## config.mk

```make
export PLATFORM = sky130hd
export DESIGN_NAME = dmem_arbiter
export DESIGN_NICKNAME = d
export VERILOG_FILES = /design/src/rtl/dmem_arbiter_pkg.sv /design/src/rtl/dmem_arbiter_age_ctr.sv /design/src/rtl/dmem_arbiter.sv
export SDC_FILE = /design/constraint.sdc
export NUM_CORES = 1
export LEC_CHECK = 0
export CAP_MARGIN = 20
export CORE_MARGIN = 1.5
export CORE_UTILIZATION = 27
export CTS_CLUSTER_DIAMETER = 60
export CTS_CLUSTER_SIZE = 16
export DETAILED_ROUTE_END_ITERATION = 8
export PLACE_DENSITY = 0.77
export SLEW_MARGIN = 20
export SYNTH_ARGS = -nofsm -noshare
export SYNTH_HDL_FRONTEND = slang
export SYNTH_HIERARCHICAL = 1
export SYNTH_SLANG_ARGS = --single-unit
```

## constraint.sdc

```tcl
create_clock -name I_CLOCK -period 2.4 [get_ports I_CLOCK]
set_clock_uncertainty 0.15 [all_clocks]
set_input_delay 0.24 -clock I_CLOCK [delete_from_list [all_inputs] [get_ports I_CLOCK]]
set_output_delay 0.24 -clock I_CLOCK [all_outputs]
set_load 0.01 [all_outputs]
```

## src/rtl/dmem_arbiter_pkg.sv

```systemverilog
// Shared definitions for the data-memory arbiter.
// Response-tag encodings, default geometry and a saturating helper.
package dmem_arbiter_pkg;

    localparam int DARB_DATA_WIDTH = 16;
    localparam int DARB_MEM_SIZE   = 1024;
    localparam int DARB_ADDR_WIDTH = $clog2(DARB_MEM_SIZE);
    localparam int DARB_MAX_WAIT   = 4;
    localparam int DARB_CNT_WIDTH  = 8;

    typedef enum logic [1:0] {
        DARB_IDLE   = 2'b00,
        DARB_RESP_P = 2'b01,
        DARB_RESP_D = 2'b10
    } darb_state_e;

    function automatic logic [15:0] sat_inc16(input logic [15:0] v);
        return (v == 16'hFFFF) ? v : v + 16'd1;
    endfunction

endpackage

```

## src/rtl/dmem_arbiter_age_ctr.sv

```systemverilog
// Debug-port age counter: counts cycles a D request waits.
// Saturates at MAX_WAIT; force_d_o asks for a forced D slot.
module dmem_arbiter_age_ctr
    import dmem_arbiter_pkg::*;
#(
    parameter int MAX_WAIT = DARB_MAX_WAIT
) (
    input  logic clk_i,
    input  logic rst_ni,
    input  logic d_req_i,
    input  logic d_gnt_i,
    output logic force_d_o
);

    localparam logic [DARB_CNT_WIDTH-1:0] LIMIT =
        DARB_CNT_WIDTH'(MAX_WAIT);

    logic [DARB_CNT_WIDTH-1:0] wait_cnt_q;
    logic [DARB_CNT_WIDTH-1:0] wait_cnt_d;

    // Next count: clear when served or idle, else climb to the limit.
    always_comb begin
        wait_cnt_d = wait_cnt_q;
        if (!d_req_i || d_gnt_i)
            wait_cnt_d = '0;
        else if (wait_cnt_q != LIMIT)
            wait_cnt_d = wait_cnt_q + 1'b1;
    end

    // Count register, advanced on the pipeline's falling edge.
    always_ff @(negedge clk_i or negedge rst_ni) begin
        if (!rst_ni)
            wait_cnt_q <= '0;
        else
            wait_cnt_q <= wait_cnt_d;
    end

    assign force_d_o = (wait_cnt_q == LIMIT);

endmodule

```

## src/rtl/dmem_arbiter.sv

```systemverilog
// Data-memory arbiter: MEM stage (P) has priority over debug (D).
// Optional DMEM_ARB_STATS_EN adds O_CONFLICT_CNT.
module dmem_arbiter
    import dmem_arbiter_pkg::*;
#(
    parameter int ADDR_WIDTH = DARB_ADDR_WIDTH,
    parameter int DATA_WIDTH = DARB_DATA_WIDTH,
    parameter int MAX_WAIT   = DARB_MAX_WAIT
) (
    input  logic                  I_CLOCK,
    input  logic                  I_RESET_N,
    input  logic                  I_P_REQ,
    input  logic                  I_P_WE,
    input  logic [ADDR_WIDTH-1:0] I_P_ADDR,
    input  logic [DATA_WIDTH-1:0] I_P_WDATA,
    output logic                  O_P_GNT,
    output logic                  O_P_STALL,
    output logic                  O_P_RVALID,
    output logic [DATA_WIDTH-1:0] O_P_RDATA,
    input  logic                  I_D_REQ,
    input  logic                  I_D_WE,
    input  logic [ADDR_WIDTH-1:0] I_D_ADDR,
    input  logic [DATA_WIDTH-1:0] I_D_WDATA,
    output logic                  O_D_GNT,
    output logic                  O_D_RVALID,
    output logic [DATA_WIDTH-1:0] O_D_RDATA,
    output logic                  O_MEM_EN,
    output logic                  O_MEM_WE,
    output logic [ADDR_WIDTH-1:0] O_MEM_ADDR,
    output logic [DATA_WIDTH-1:0] O_MEM_WDATA,
`ifdef DMEM_ARB_STATS_EN
    output logic [15:0]           O_CONFLICT_CNT,
`endif
    input  logic [DATA_WIDTH-1:0] I_MEM_RDATA
);

    darb_state_e state_q;
    logic        force_d;
    logic        p_gnt;
    logic        d_gnt;

    dmem_arbiter_age_ctr #(
        .MAX_WAIT (MAX_WAIT)
    ) u_age_ctr (
        .clk_i     (I_CLOCK),
        .rst_ni    (I_RESET_N),
        .d_req_i   (I_D_REQ),
        .d_gnt_i   (d_gnt),
        .force_d_o (force_d)
    );

    // D wins only when forced or P is quiet; nothing granted in reset.
    assign d_gnt = I_RESET_N && I_D_REQ && (force_d || !I_P_REQ);
    assign p_gnt = I_RESET_N && I_P_REQ && !d_gnt;

    assign O_P_GNT   = p_gnt;
    assign O_D_GNT   = d_gnt;
    assign O_P_STALL = I_RESET_N && I_P_REQ && !p_gnt;
    assign O_MEM_EN  = p_gnt || d_gnt;

    // Route the granted port's command onto the memory bus.
    always_comb begin
        O_MEM_WE    = 1'b0;
        O_MEM_ADDR  = '0;
        O_MEM_WDATA = '0;
        unique case (1'b1)
            p_gnt: begin
                O_MEM_WE    = I_P_WE;
                O_MEM_ADDR  = I_P_ADDR;
                O_MEM_WDATA = I_P_WDATA;
            end
            d_gnt: begin
                O_MEM_WE    = I_D_WE;
                O_MEM_ADDR  = I_D_ADDR;
                O_MEM_WDATA = I_D_WDATA;
            end
            default: ;
        endcase
    end

    // Response tag: remembers who owns next cycle's read data.
    always_ff @(negedge I_CLOCK or negedge I_RESET_N) begin
        if (!I_RESET_N) begin
            state_q <= DARB_IDLE;
        end else begin
            unique case (1'b1)
                (p_gnt && !I_P_WE): state_q <= DARB_RESP_P;
                (d_gnt && !I_D_WE): state_q <= DARB_RESP_D;
                default:            state_q <= DARB_IDLE;
            endcase
        end
    end

    assign O_P_RVALID = (state_q == DARB_RESP_P);
    assign O_D_RVALID = (state_q == DARB_RESP_D);
    assign O_P_RDATA  = O_P_RVALID ? I_MEM_RDATA : '0;
    assign O_D_RDATA  = O_D_RVALID ? I_MEM_RDATA : '0;

`ifdef DMEM_ARB_STATS_EN
    logic [15:0] conflict_q;

    // Count cycles in which both ports contend.
    always_ff @(negedge I_CLOCK or negedge I_RESET_N) begin
        if (!I_RESET_N)
            conflict_q <= '0;
        else if (I_P_REQ && I_D_REQ)
            conflict_q <= sat_inc16(conflict_q);
    end

    assign O_CONFLICT_CNT = conflict_q;
`endif

endmodule
```

==> results of run 1 <==
-- worst max-delay path: cells and delay by family, from the launching register on --
kind,cells,cell delay [ns]
DFF,1,0.36
AOI/OAI and AO/OA,1,0.27
adders and majority gates,1,0.13
buffers and inverters,4,0.50
and+or+nand+nor,3,0.89
-- final cells by class --
type                    instances  area (um2)
flip-flops and latches         10       250.2
inverters                       5       21.27
fillers                       358        1300
repair buffers                198        1901
multi-input cells             161        1428
clock buffers                   4       55.05
well taps                      70       87.58
-- path summary, 6_finish.rpt --
kind / start / endpoint / slack, ns / cells past startpoint
setup / recovery: u_age_ctr/wait_cnt_q[0] / O_MEM_ADDR[8] / -1.60 / 9
hold / removal: u_age_ctr/wait_cnt_q[2] / u_age_ctr/wait_cnt_q[2] / 0.42 / 2
min in group asynchronous: I_RESET_N / u_age_ctr/wait_cnt_q[0] / 0.95 / 2
setup reg to reg: u_age_ctr/wait_cnt_q[0] / u_age_ctr/wait_cnt_q[1] / -0.41 / 14
max in group asynchronous: I_RESET_N / u_age_ctr/wait_cnt_q[2] / 0.57 / 3
hold reg to reg: u_age_ctr/wait_cnt_q[2] / u_age_ctr/wait_cnt_q[2] / 0.42 / 2
-- registers in the layout, indices dropped and copies added, names as in the netlist --
name and count:
u_age_ctr/wait_cnt_q 8, state_q 2
-- layout by cell type (no fill, tap or decap), drive strengths merged --
cell and count:
o21a 1, o41ai 1, and2b 3, a21oi 4, xor2 1, or3 4
o32ai 27, ha 2, mux2i 1, nor3b 1, o311ai 1, clkbuf 5
nand4 1, nand2 60, nor2b 3, or4b 1, and2 32, inv 5
nand3 5, o21ai 4, o31ai 1, a21bo 1, a31oi 1, buf 125
nor2 3, nand2b 2, dfrtn 10, nor3 1, clkdlybuf4s50 71, dlygate4sd2 1
-- metrics by stage --
step	hold WS (ns)	instance area [um2]
finish	0.4211	3742
global placement	0.3456	3329
CTS	0.3688	3603
global route	0.4701	3742
floorplan	0.2900	1733
detailed placement	0.3719	3329
-- report_power, final --
part | total [mW] | internal [mW] | switching, mW
Sequential | 0.180 | 0.176 | 0.00398
Clock | 0.207 | 0.144 | 0.0627
Combinational | 0.565 | 0.325 | 0.239
Total | 0.952 | 0.645 | 0.306
-- repair_timing --
item                       4_1_cts  5_1_grt
setup buffers                   24        8
setup endpoints to repair       73       73
gates resized for setup        330       32
gates cloned                     4        2
pin swaps                       10       10
-- cell families after synthesis --
family	count (synthesis)
XOR/XNOR	1
buffers and inverters	21
AND/OR/NAND/NOR	114
adder cells (fa/ha/maj)	2
multiplexers	1
AO/OA/AOI/OAI	41
flip-flops	10
-- metal layers --
| metal | GRT usage | wire (um) | vias up |
|---|---|---|---|
| met2 | 0.4110 | 4063 | 118 |
| li1 | - | - | 1054 |
| met1 | 0.2508 | 2697 | 1032 |
| met3 | 0.05489 | 805 | 14 |
| met5 | 0 | 0 | - |
| met4 | 0.05657 | 138 | 0 |
==> metrics.md, run 1 <==
| Metric | Value |
|---|---|
| Final core occ | `0.7422` |
| Critical path required time | `2.01 ns` |
| Initial antenna violation count | `0` |
| Maxcap violations | `0` |
| Crit. End Element | `output port` |
| Cell taking the most area after synthesis | `dfrtn_1` |
| Post-synth EDFFs | `0` |
| TritonCTS clock tree | `built` |
| Global-route wire length before repair | `9791 um` |
| Average wire per standard cell | `17.20 um` |
| Syn. warnings | `6` |
| Gr ovfl total | `0` |
| Root buffer cell | `clkbuf_8` |
| Critical Path AT | `3.61 ns` |
| Setup Crit Path Kind | `register to output port` |
| Via/cell ratio | `4.951` |
| Power Total | `951.6 uW` |
| DRT antenna net count | `0` |
| Largest family of logic cells by synthesized area | `simple AND/OR/NAND/NOR gates` |
| Post-synth cell types | `33` |
| H-tree levels | `1` |
| Top-count cell post-synth | `nand2_1` |
| Syn Nets | `266` |
| Crit-path cells | `inv_2 > ha_1 > or4b_4 > or3_4 > inv_4 > nor2b_4 > buf_12 > o32ai_2 > buf_2` |
| Final GP Congestion | `0.8864` |
| Outcome | `finished, violations left` |
| Final wirelength | `7704 um` |
| GRT Util Overall | `0.2212` |
| Post-synthesis cell area | `1403 um2` |
| Max transition margin | `0.7844` |
| Area grow syn2layout | `166.8%` |
| Die Ht | `75.08 um` |
| Synth cell count leaders | `60 x nand2_1, 32 x and2_1, 16 x o32ai_1` |
| Dominant cells by area after synthesis | `dfrtn_1 18%, nand2_1 16%, and2_1 14%, o32ai_2 13%, o32ai_1 10%` |
| Buffers on Ports | `138` |
| Post-Synth Simple-Gate Area | `0.3988` |
| Vias in the first global route | `2069` |
| RSZ-0062 raised after global routing | `true` |
| I/O Pins | `139` |
| Clk Latency, worst-skew pair | `0.26 ns` |
| Die ar. | `5636 um2` |
| CTS max path bufs | `2` |
| Hold Crit Class | `register to register` |
| Max stage delay cell, worst path | `or4b_4` |
| Crit path max fanout | `9` |
| Rows | `26` |
| Seq/Total Area, Yosys | `0.1784` |
| Avg Cell Area, Syn | `7.382 um2` |
| Asr flop ratio synth | `1.000` |
| Setup Viol. Count Final | `72` |
| Synth top area share | `0.1784` |
| Final worst slack | `-1.596 ns` |
| Core ar. | `5042 um2` |
| Synth Area in Compound Gates | `0.2908` |
| # DRC | `0` |
| Final net count | `455` |
| Yosys reg bits | `10` |
| Post-Synthesis Cells | `190` |
| Initial drt markers | `83` |
| P per Cell Area | `254.3 nW/um2` |
| Share of cells above drive strength 1 | `0.5503` |
| Starting density of the core | `0.2782` |
| Die width | `75.08 um` |
| Synth Flop Type | `dfrtn_1` |
| Final Max Slew Viols | `0` |
| Setup TNS | `-67.91 ns` |
| DR pass1 iterations | `5` |
| Inserted Diodes | `0` |
| Cell Count, Final, Fillers Out | `448` |
| Post-Synth XOR/XNOR Area | `0.006244` |
| VDD IR-drop max | `0.1755 mV` |
| Clock-pin slew on the worst setup and hold paths | `0.04 ns` |
| HPWL Detailed | `4568 um` |
| Startpoint types | `register` |
| DP Worst Slack | `-1.701 ns` |
| CP peak stage delay | `0.46 ns` |
| Routed via count | `2218` |
| Failing checks | `setup timing` |
| CTS Hold Bufs | `0` |
| Tightest Pin Transition | `0.3183 ns` |
| Adder-Cell Fraction of Synth Area | `0.01784` |
| Mux share of post-synthesis cell area | `0.007136` |
| Placed Instances | `412` |
| CTS Sinks | `10` |
| Final Hold Viols | `0` |
| TritonCTS Buffers | `3` |
| Largest net degree at the start of global routing | `48` |
| P_leak | `1.646 nW` |
Note: power is estimated with default switching activity, not from simulation.
==> run 2, diff against run 1 <==
--- a/config.mk
+++ b/config.mk
@@ -6,7 +6,6 @@
 export NUM_CORES = 1
 export LEC_CHECK = 0
 export CAP_MARGIN = 20
-export CORE_MARGIN = 1.5
 export CORE_UTILIZATION = 27
 export CTS_CLUSTER_DIAMETER = 60
 export CTS_CLUSTER_SIZE = 16
==> metrics.md, run 2 (same netlist as run 1, synthesis figures left out) <==
| Metric | Value |
|---|---|
| Final Hold Viols | `0 (unchanged)` |
| Inserted Diodes | `0 (unchanged)` |
| Maxcap violations | `0 (unchanged)` |
| Power Total | `992.0 uW (+4.2%)` |
| Failing checks | `setup timing` |
| RSZ-0062 raised after global routing | `true` |
| Die ar. | `5487 um2 (-2.6%)` |
| Via/cell ratio | `4.995 (+0.90%)` |
| Outcome | `finished, violations left` |
| Clk Latency, worst-skew pair | `0.26 ns (about the same)` |
| Final GP Congestion | `0.8523 (-3.8%)` |
| VDD IR-drop max | `0.2152 mV (+23%)` |
| Global-route wire length before repair | `10190 um (+4.1%)` |
| Area grow syn2layout | `173.1%` |
| Core ar. | `4848 um2 (-3.8%)` |
| H-tree levels | `1 (unchanged)` |
| Clock-pin slew on the worst setup and hold paths | `0.04 ns (about the same)` |
| Largest registers | `u_age_ctr/wait_cnt_q (8), state_q (2)` |
| Largest Register | `u_age_ctr/wait_cnt_q` |
| TritonCTS Buffers | `3 (unchanged)` |
| DRT antenna net count | `0 (unchanged)` |
| Final wirelength | `7214 um (-6.4%)` |
| Average wire per standard cell | `16.25 um (-5.5%)` |
| CTS Hold Bufs | `0 (unchanged)` |
| Largest net degree at the start of global routing | `66 (+38%)` |
| Reg-to-Reg End | `u_age_ctr/wait_cnt_q[5]` |
| CTS max path bufs | `2 (unchanged)` |
| Max reg flops | `8 (unchanged)` |
| Worst hold endpoint | `u_age_ctr/wait_cnt_q[2]` |
| Starting density of the core | `0.2893 (+0.01113)` |
| Hold Crit Class | `register to register` |
| Most frequent cells in the layout | `71 x clkdlybuf4s50_1, 59 x nand2_1, 59 x buf_6, 32 x and2_4, 28 x buf_2` |
| Rows | `25 (-3.8%)` |
| Final Max Slew Viols | `0 (unchanged)` |
| Final Instance Area | `3830 um2 (+2.3%)` |
| Setup Viol. Count Final | `72 (unchanged)` |
| Hold_sp | `u_age_ctr/wait_cnt_q[2]` |
| DR pass1 iterations | `6 (+1)` |
| I/O Pins | `139 (unchanged)` |
| Worst R2R Start | `u_age_ctr/wait_cnt_q[0]` |
| CTS Sinks | `10 (unchanged)` |
| Hold path cells | `2 (unchanged)` |
| Crit. End Element | `output port` |
| Critical path required time | `2.01 ns (about the same)` |
| Routed via count | `2218 (unchanged)` |
| Final worst slack | `-1.595 ns (+0.0008300 ns)` |
| TritonCTS clock tree | `built` |
| Critical Path AT | `3.60 ns (about the same)` |
| P_leak | `1.668 nW (+1.3%)` |
| Final core occ | `0.7899 (+0.04775)` |
| Flop-to-flop setup slack | `-0.18 ns (+0.23 ns)` |
| Final net count | `454 (-0.22%)` |
| Vias in the first global route | `2085 (+0.77%)` |
| Initial drt markers | `71 (-14%)` |
| Tightest Pin Transition | `0.6470 ns (+0.3287 ns)` |
| # DRC | `0 (unchanged)` |
| Share of cells above drive strength 1 | `0.5676 (+0.01737)` |
| Buffers on Ports | `138 (unchanged)` |
| Most common cell after layout, fill and taps aside | `clkdlybuf4s50_1` |
| Initial antenna violation count | `0 (unchanged)` |
| P per Cell Area | `259.0 nW/um2 (+1.9%)` |
| Worst setup path startpoint | `u_age_ctr/wait_cnt_q[0]` |
| Crit path max fanout | `6 (-3)` |
| Die width | `74.08 um (-1.3%)` |
| Root buffer cell | `clkbuf_8` |
| GRT Util Overall | `0.2380 (+0.01678)` |
| Die Ht | `74.08 um (-1.3%)` |
| Gr ovfl total | `0 (unchanged)` |
| Setup Crit Path Kind | `register to output port` |
| Reg2Reg Depth | `12 (-2)` |
| Cell area after placement | `3341 um2 (+0.34%)` |
| WHS | `0.4400 ns (+0.01892 ns)` |
| Max transition margin | `0.5686 (-0.2158)` |
| Startpoint types | `register` |
| HPWL Detailed | `4443 um (-2.7%)` |
| Setup TNS | `-66.59 ns (+1.319 ns)` |
run 2: changes by cell type in the layout (fill, tap and decap cells not counted), sizes merged:
cell    delta
buf        -2
clkbuf     +1
run 2: report_power, final:
part           switching, mW  total [mW]  internal, mW
registers            0.00412       0.180         0.176
clock network         0.0791       0.224         0.145
logic                  0.243       0.588         0.344
total                  0.327       0.992         0.665
run 2: worst max-delay path by stage:
| stage | depth (start not counted) | end |
|---|---|---|
| floorplan | 9 | O_MEM_ADDR[0] |
| global placement | 9 | O_MEM_ADDR[1] |
| detailed placement | 9 | O_MEM_WDATA[6] |
| CTS | 9 | O_MEM_ADDR[5] |
| global route | 9 | O_MEM_WDATA[3] |
| finish | 10 | O_MEM_WDATA[3] |
run 2: final cells by class:
class | count | area [um2]
Tap cell | 67 | 83.83
Sequential cell | 10 | 250.2
Timing Repair Buffer | 197 | 1947
Fill cell | 306 | 1018
Inverter | 5 | 21.27
Clock buffer | 4 | 55.05
Multi-Input combinational cell | 161 | 1473
run 2: critical path, cell delays in order (launching register included):
cell     delay (ns)
dfrtn_1        0.36
inv_2          0.09
ha_4           0.12
or4b_4         0.45
or3_4          0.36
inv_4          0.09
a21bo_4        0.21
buf_12         0.15
buf_6          0.10
o32ai_2        0.06
buf_2          0.15
run 2: metrics by stage:
step	worst slack [ns]	cells
after detailed placement	-1.726	411
after floorplan	-1.225	190
after CTS	-1.557	443
after global placement	-1.636	411
after global routing	-1.664	444
final	-1.595	444
run 2: per-layer routing:
layer	track usage	vias to the layer above	wire length, um
met5	0	-	0
met2	0.4404	101	3839
met1	0.2735	1056	2681
li1	-	1051	-
met3	0.06233	10	574
met4	0.04915	0	118
run 2: what timing repair did:
item / in CTS / in global routing
endpoints found under the setup margin: 74 / 72
gates cloned: 5 / 2
pin swaps: 9 / 16
setup buffers: 23 / 7
gates resized for setup: 313 / 62
==> run 3, diff against run 2 <==
--- a/config.mk
+++ b/config.mk
@@ -5,6 +5,7 @@
 export SDC_FILE = /design/constraint.sdc
 export NUM_CORES = 1
 export LEC_CHECK = 0
+export ABC_CLOCK_PERIOD_IN_PS = 2400
 export CAP_MARGIN = 20
 export CORE_UTILIZATION = 27
 export CTS_CLUSTER_DIAMETER = 60
==> results of run 3 <==
Same layout as run 2: the final DEF is identical, and so are final timing and power.
